--- config.mk ---
export PLATFORM = sky130hd
export DESIGN_NAME = light_sequence_monitor
export DESIGN_NICKNAME = d
export VERILOG_FILES = /design/src/rtl/light_pkg.sv /design/src/rtl/rgb_color_decode.sv /design/src/rtl/light_sequence_monitor.sv
export SDC_FILE = /design/constraint.sdc
export NUM_CORES = 1
export LEC_CHECK = 0
export BUFFER_PORTS_ARGS = -buffer_cell sky130_fd_sc_hd__buf_2
export CORE_MARGIN = 8
export CORE_UTILIZATION = 50
export CTS_CLUSTER_SIZE = 40
export DETAILED_ROUTE_END_ITERATION = 16
export PLACE_DENSITY_LB_ADDON = 0.05
export RECOVER_POWER = 25
export SLEW_MARGIN = 30
export SYNTH_ARGS = -nofsm -noshare
export SYNTH_HDL_FRONTEND = slang
export SYNTH_SLANG_ARGS = --single-unit
export TNS_END_PERCENT = 1
--- constraint.sdc ---
create_clock -name clk -period 4.5 [get_ports clk]
set_input_delay 0.675 -clock clk [delete_from_list [all_inputs] [get_ports clk]]
set_output_delay 0.675 -clock clk [all_outputs]
set_load 0.02 [all_outputs]
--- src/rtl/light_pkg.sv ---
// Shared definitions for the RGB light sequencer and its monitor.
// Contents:
//   RED/GREEN/BLUE/OFF : raw 3-bit LED codes on the rgb bus
//   color_t            : decoded colour (C_INVALID for any unlisted code)
//   mon_state_t        : state encoding of light_sequence_monitor
//   is_legal_pair()    : true for the only permitted colour successions
package light_pkg;

    localparam logic [2:0] RED   = 3'b001;
    localparam logic [2:0] GREEN = 3'b101;
    localparam logic [2:0] BLUE  = 3'b110;
    localparam logic [2:0] OFF   = 3'b000;

    typedef enum logic [2:0] {
        C_RED     = 3'd0,
        C_GREEN   = 3'd1,
        C_BLUE    = 3'd2,
        C_OFF     = 3'd3,
        C_INVALID = 3'd4
    } color_t;

    typedef enum logic [1:0] {
        S_UNLOCKED = 2'd0,
        S_LOCKED   = 2'd1,
        S_FAULT    = 2'd2
    } mon_state_t;

    // RED->GREEN, GREEN->BLUE and BLUE->RED are the only legal steps.
    function automatic logic is_legal_pair(input color_t prev, input color_t cur);
        return ((prev == C_RED)   && (cur == C_GREEN)) ||
               ((prev == C_GREEN) && (cur == C_BLUE))  ||
               ((prev == C_BLUE)  && (cur == C_RED));
    endfunction

endpackage

--- src/rtl/rgb_color_decode.sv ---
// Combinational decode of a raw rgb LED code into a color_t.
// Ports:
//   rgb   in  [2:0] raw LED code
//   color out       decoded colour, C_INVALID for unlisted codes
module rgb_color_decode
    import light_pkg::*;
(
    input  logic [2:0] rgb,
    output color_t     color
);

    // Map each legal code to its colour; everything else is invalid.
    always_comb begin
        color = C_INVALID;
        case (rgb)
            RED:     color = C_RED;
            GREEN:   color = C_GREEN;
            BLUE:    color = C_BLUE;
            OFF:     color = C_OFF;
            default: color = C_INVALID;
        endcase
    end

endmodule

--- src/rtl/light_sequence_monitor.sv ---
// Observer for the rgb LED bus: checks the RED->GREEN->BLUE->RED cycle,
// counts completed rounds, flags idle stalls and latches the first fault.
// Ports:
//   clk        in   system clock (posedge)
//   rst        in   synchronous active-high reset
//   rgb        in   [2:0] LED code from the sequencer
//   locked     out  synchronised to a legal sequence
//   fault      out  sticky illegal code / illegal transition
//   fault_prev out  [2:0] rgb value before the faulting change
//   fault_next out  [2:0] rgb value that caused the fault
//   rounds     out  [ROUND_W-1:0] completed BLUE->RED steps while locked
//   stalled    out  locked with no change for MAX_DWELL cycles
module light_sequence_monitor
    import light_pkg::*;
#(
    parameter int MAX_DWELL = 1000,
    parameter int ROUND_W   = 8
) (
    input  logic               clk,
    input  logic               rst,
    input  logic [2:0]         rgb,
    output logic               locked,
    output logic               fault,
    output logic [2:0]         fault_prev,
    output logic [2:0]         fault_next,
    output logic [ROUND_W-1:0] rounds,
    output logic               stalled
);

    localparam int DWELL_W = $clog2(MAX_DWELL + 1);
    localparam logic [DWELL_W-1:0] DWELL_MAX = DWELL_W'(MAX_DWELL);

    mon_state_t         state_r, state_n_s;
    logic [2:0]         rgb_q_r;
    logic [DWELL_W-1:0] dwell_r, dwell_n_s;
    logic [ROUND_W-1:0] rounds_r, rounds_n_s;
    logic [2:0]         fault_prev_r, fault_prev_n_s;
    logic [2:0]         fault_next_r, fault_next_n_s;
    logic               locked_r, fault_r, stalled_r;
    color_t             cur_color_s, prev_color_s;
    logic               change_s, legal_s, enter_fault_s;

    rgb_color_decode u_dec_cur  (.rgb(rgb),     .color(cur_color_s));
    rgb_color_decode u_dec_prev (.rgb(rgb_q_r), .color(prev_color_s));

    assign change_s = (rgb != rgb_q_r);
    assign legal_s  = is_legal_pair(prev_color_s, cur_color_s);

    // Next-state, dwell, round and fault-capture decisions for this edge.
    always_comb begin
        state_n_s      = state_r;
        dwell_n_s      = dwell_r;
        rounds_n_s     = rounds_r;
        fault_prev_n_s = fault_prev_r;
        fault_next_n_s = fault_next_r;
        enter_fault_s  = 1'b0;
        case (state_r)
            S_UNLOCKED: begin
                dwell_n_s = {DWELL_W{1'b0}};
                if (cur_color_s == C_INVALID) begin
                    enter_fault_s = 1'b1;
                end else if (change_s && legal_s) begin
                    state_n_s = S_LOCKED;
                end else begin
                    state_n_s = S_UNLOCKED;
                end
            end
            S_LOCKED: begin
                if (change_s) begin
                    dwell_n_s = {DWELL_W{1'b0}};
                    if (legal_s) begin
                        if (prev_color_s == C_BLUE) begin
                            rounds_n_s = rounds_r + ROUND_W'(1);
                        end else begin
                            rounds_n_s = rounds_r;
                        end
                    end else begin
                        enter_fault_s = 1'b1;
                    end
                end else if (dwell_r < DWELL_MAX) begin
                    dwell_n_s = dwell_r + DWELL_W'(1);
                end else begin
                    dwell_n_s = dwell_r;
                end
            end
            S_FAULT: begin
                state_n_s = S_FAULT;
            end
            default: begin
                // Unreachable encoding: treat as a fault so it is visible.
                enter_fault_s = 1'b1;
            end
        endcase
        if (enter_fault_s) begin
            state_n_s      = S_FAULT;
            fault_prev_n_s = rgb_q_r;
            fault_next_n_s = rgb;
        end else begin
            fault_prev_n_s = fault_prev_n_s;
        end
    end

    // State, counters, captures and registered output flags.
    always_ff @(posedge clk) begin
        if (rst) begin
            state_r      <= S_UNLOCKED;
            rgb_q_r      <= 3'b000;
            dwell_r      <= {DWELL_W{1'b0}};
            rounds_r     <= {ROUND_W{1'b0}};
            fault_prev_r <= 3'b000;
            fault_next_r <= 3'b000;
            locked_r     <= 1'b0;
            fault_r      <= 1'b0;
            stalled_r    <= 1'b0;
        end else begin
            state_r      <= state_n_s;
            rgb_q_r      <= rgb;
            dwell_r      <= dwell_n_s;
            rounds_r     <= rounds_n_s;
            fault_prev_r <= fault_prev_n_s;
            fault_next_r <= fault_next_n_s;
            locked_r     <= (state_n_s == S_LOCKED);
            fault_r      <= (state_n_s == S_FAULT);
            stalled_r    <= (state_n_s == S_LOCKED) && (dwell_n_s == DWELL_MAX);
        end
    end

    assign locked     = locked_r;
    assign fault      = fault_r;
    assign fault_prev = fault_prev_r;
    assign fault_next = fault_next_r;
    assign rounds     = rounds_r;
    assign stalled    = stalled_r;

endmodule

==> results.md <==
| Group | Result | This run |
|---|---|---|
| outcome | Result of the run | finished, final reports clean |
| cts | TritonCTS clock tree | yes |
| critical path | Top cell family by delay on the critical path | simple AND/OR/NAND/NOR gates |
| timing | Sum of negative setup slack | 0 ps |
| power and ir drop | Part of the total power dissipated in combinational logic | 10.3% |
| grt | GRT Resource Usage Total | 14.6% |
| critical path | Crit path capture type | flip-flop |
| place | Number of port buffers | 21 |
| synth | Synth unique cells | 46 |
| detailed routing | DRC Markers | 0 |
| worst hold path | Hold path cells | 2 |
| cts | Quantity of hold-fixing buffers added after cts | 0 |
| die | Initial standard-cell utilization of the core | 51.0% |
| power and ir drop | Internal power consumption | 0.463 mW |
| worst hold path | Endpoint with the worst hold slack | fault_next[1]$_SDFFE_PP0P_ |
| critical path | Critical-path cell list | buf_2 -> xor2_1 -> or4_1 -> a32o_1 -> or4_1 -> or4b_1 -> nor4_2 |
| timing | Tcrit/Tclk final | 65.0% |
| synth | Share of synthesized registers carrying an async set or reset | 0% |
| synth | Most frequently used flop master after synthesis | sky130_fd_sc_hd__dfxtp_1 |
| synth | Gate Count Post-Synth | 204 |
| synth | Cell type with the largest total area after synthesis | sky130_fd_sc_hd__dfxtp_1 |
| critical path | Worst reg2reg path endpoint | stalled$_SDFF_PP0_ |
| detailed routing | DRT Wirelength | 3700 µm |
| critical path | Nature of the critical path startpoint | input pin |
| die | Std-Cell Rows | 21 |
| critical path | Worst stage delay on the critical path | 720 ps |
| timing | Max frequency | 342 MHz |
| synth | Most frequent cell after synthesis | sky130_fd_sc_hd__dfxtp_1 |
| worst hold path | Worst Hold Class | reg2reg |
| cts | Resized Gates After CTS | 0 |
| timing | Worst-Margin Slew | 1170 ps |
| run | Maxcap violations | 0 |
| power and ir drop | Proportion of power drawn by the clock network | 40.3% |
| power and ir drop | Leak pwr | 0.739 nW |
| detailed routing | Antenna-violating nets left | 0 |
| die | I/O pin total | 22 |
| synth | Netlist area before placement | 1680 µm² |
| critical path | Critical path depth | 7 |
| cts | Buffers inserted during post-CTS setup optimization | 0 |
| critical path | Data arrival at the endpoint of the critical path | 3180 ps |
| die | Die boundary height | 73.9 µm |
| final layout | Post-layout net count | 226 |
| place | Placed wire-length estimate after detailed placement | 2590 µm |
| grt | GR Overflow Total | 0 |
| critical path | Crit path max fanout | 10 |
| synth | Fraction of synthesized cell area taken by the top area cell type | 38.2% |
| detailed routing | Total via count after detailed routing | 1478 |
| detailed routing | Per-cell via count in the routed design | 5.56 |
| power and ir drop | Switching power | 0.153 mW |
| final layout | Inserted Diodes | 0 |
| power and ir drop | Post-route total power | 0.617 mW |
| timing | Setup violation total in the final timing report | 0 |
| synth | Avg Cell Area, Syn | 8.21 µm² |
| grt | Number of global-route vias before repair | 1431 |
| die | Die area | 5460 µm² |
| grt | Maximum number of pins on one net before global-route repair | 27 |
| cts | Sinks on Clock Net | 32 |
| die | Core region area | 3280 µm² |
| power and ir drop | PwrDens | 331 nW/µm² |
| synth | Count of state elements after synthesis | 32 |
| timing | Max-slew violation count | 0 |
| final layout | Layout cells sized above 1 | 10.5% |
| place | Final weighted congestion in routability-driven placement | 0.914 |
| power and ir drop | Part of the power in registers | 49.4% |
| detailed routing | Per-cell routed wire length | 13.9 µm |
| critical path | WP data required | 4750 ps |
| synth | Number of flops mapped to enable cells by yosys | 0 |
| worst hold path | Hold path startpoint | fault_next[1]$_SDFFE_PP0P_ |
| synth | Sequential cell area fraction in the yosys report | 38.2% |
| synth | Net count after synthesis | 211 |
| critical path | Crit Reg-Reg Startpoint | rgb_q_r[2]$_SDFF_PP0_ |
| timing | Final Skew | 8.98 ps |
| power and ir drop | Peak VDD IR | 0.206 mV |
| timing | Setup repair after global routing missed its margin | false |
| synth | Top cells by area in the synthesized netlist | sky130_fd_sc_hd__dfxtp_1, sky130_fd_sc_hd__nor2_1, sky130_fd_sc_hd__xor2_1 |
| timing | Max transition margin | 22.2% |
| detailed routing | Initial DRC Count | 144 |
| critical path | Slowest cell on the critical path | sky130_fd_sc_hd__or4_1 |
| timing | Hold violation total from the final report | 0 |
| critical path | Reg2Reg Depth | 6 |
| cts | Maximum buffer depth of the clock tree | 2 |
| critical path | Library cell appearing most often on the critical path | sky130_fd_sc_hd__or4_1 |
| power and ir drop | Switching power as a share of total power | 24.9% |
| critical path | Register-to-Register Setup Slack | 1650 ps |
| detailed routing | DR pass1 iterations | 4 |
| critical path | Worst Path Buf+Inv | 1 |
| synth | Yosys warns | 0 |
| final layout | Area delta synth->final | 11.3% |
| die | DIE WIDTH | 73.9 µm |
| grt | Initial antenna violation count | 0 |
| timing | Final critical delay including setup and external delays | 2920 ps |
| cts | CTS clock-pin slew for the worst setup and hold paths | 100 ps |
| critical path | Type of the setup path with the least slack | in2reg |
| cts | Number of buffers inserted during clock tree synthesis | 5 |
| cts | Total number of H-tree levels | 2 |
| grt | Wire length of the first global-routing pass | 6370 µm |
| synth | Leading post-synthesis cells by instance count | sky130_fd_sc_hd__dfxtp_1, sky130_fd_sc_hd__nor2_1, sky130_fd_sc_hd__a21oi_1 |
| cts | Source-to-sink clock delay at the later pin of the worst-skew pair | 330 ps |
| cts | Clock root cell | sky130_fd_sc_hd__clkbuf_4 |
## final cells by class
| cell class | instances | area, µm² |
|---|---|---|
| clock buffers | 7 | 65.1 |
| clock inverters | 1 | 30.0 |
| fillers | 325 | 1420 |
| inverters | 13 | 48.8 |
| multi-input cells | 145 | 922 |
| flip-flops and latches | 32 | 641 |
| well taps | 46 | 57.6 |
| repair buffers | 22 | 100 |
## routing by layer
layer	part of all wire (%)	vias up	GRT usage [%]
met3	5.6	5	3.00
met2	44	35	22.7
met5	0	-	0
li1	-	756	-
met4	1.3	0	6.43
met1	50	682	18.7
## cell families (layout without fill, tap and decap cells)
family | after synthesis | in the layout | share of synthesized area [%]
xor+xnor | 12 | 12 | 6.27
buf+inv | 27 | 43 | 6.72
mux | 7 | 7 | 4.18
simple gates | 78 | 78 | 25.3
compound gates | 46 | 46 | 17.8
fa+ha+maj | 2 | 2 | 1.49
flops | 32 | 32 | 38.2
## metrics by stage
stage / setup slack (ps) / utilization (%) / cell area [µm²] / hold slack [ps] / std cells
floorplan: 1460 / - / 1680 / 494 / 204
global placement: 1310 / 54.2 / 1780 / 446 / 258
detailed placement: 1220 / 54.2 / 1780 / 455 / 258
CTS: 1590 / 57.1 / 1880 / 471 / 266
global route: 1470 / 56.8 / 1860 / 497 / 266
finish: 1580 / 56.8 / 1860 / 466 / 266
## worst max-delay path by stage
stage                start                  to  slack (ps)
finish              rgb[2]  stalled$_SDFF_PP0_        1580
CTS                 rgb[2]  stalled$_SDFF_PP0_        1590
floorplan           rgb[1]  stalled$_SDFF_PP0_        1460
detailed placement  rgb[2]  stalled$_SDFF_PP0_        1220
global route        rgb[2]  stalled$_SDFF_PP0_        1470
global placement    rgb[2]  stalled$_SDFF_PP0_        1310
## flip-flops by register name, indices dropped and copies added (netlist names)
register	flops
dwell_r	10
state_r	2
fault	1
stalled	1
rgb_q_r	3
locked	1
fault_next	3
rounds	8
fault_prev	3
## power groups by stage
stage | Combinational, mW | Clock [mW] | Sequential [mW]
2_1_floorplan | 0.0461 | 0 | 0.313
3_3_place_gp | 0.0637 | 0 | 0.311
3_5_place_dp | 0.0641 | 0 | 0.311
4_1_cts | 0.0643 | 0.257 | 0.304
5_1_grt | 0.0705 | 0.268 | 0.307
6_report | 0.0636 | 0.248 | 0.305
## worst min-delay path: stages, from the launching register on
cell and delay (ps):
sky130_fd_sc_hd__dfxtp_1 330, sky130_fd_sc_hd__inv_1 50, sky130_fd_sc_hd__a21oi_1 50
## placed cells by master (no fill, tap or decap), drive strengths merged, types with 3 or more instances in the layout
cell type   n
a21o        3
a21oi      15
and3        5
buf        12
clkbuf     17
dfxtp      32
inv        13
mux2i       7
nand2       7
nand3       6
nand4       3
nor2       24
nor2b       5
nor3        8
nor4        4
o211ai      3
o21ai      10
or4         3
xor2       10
Power figures use the tool's default switching activity.
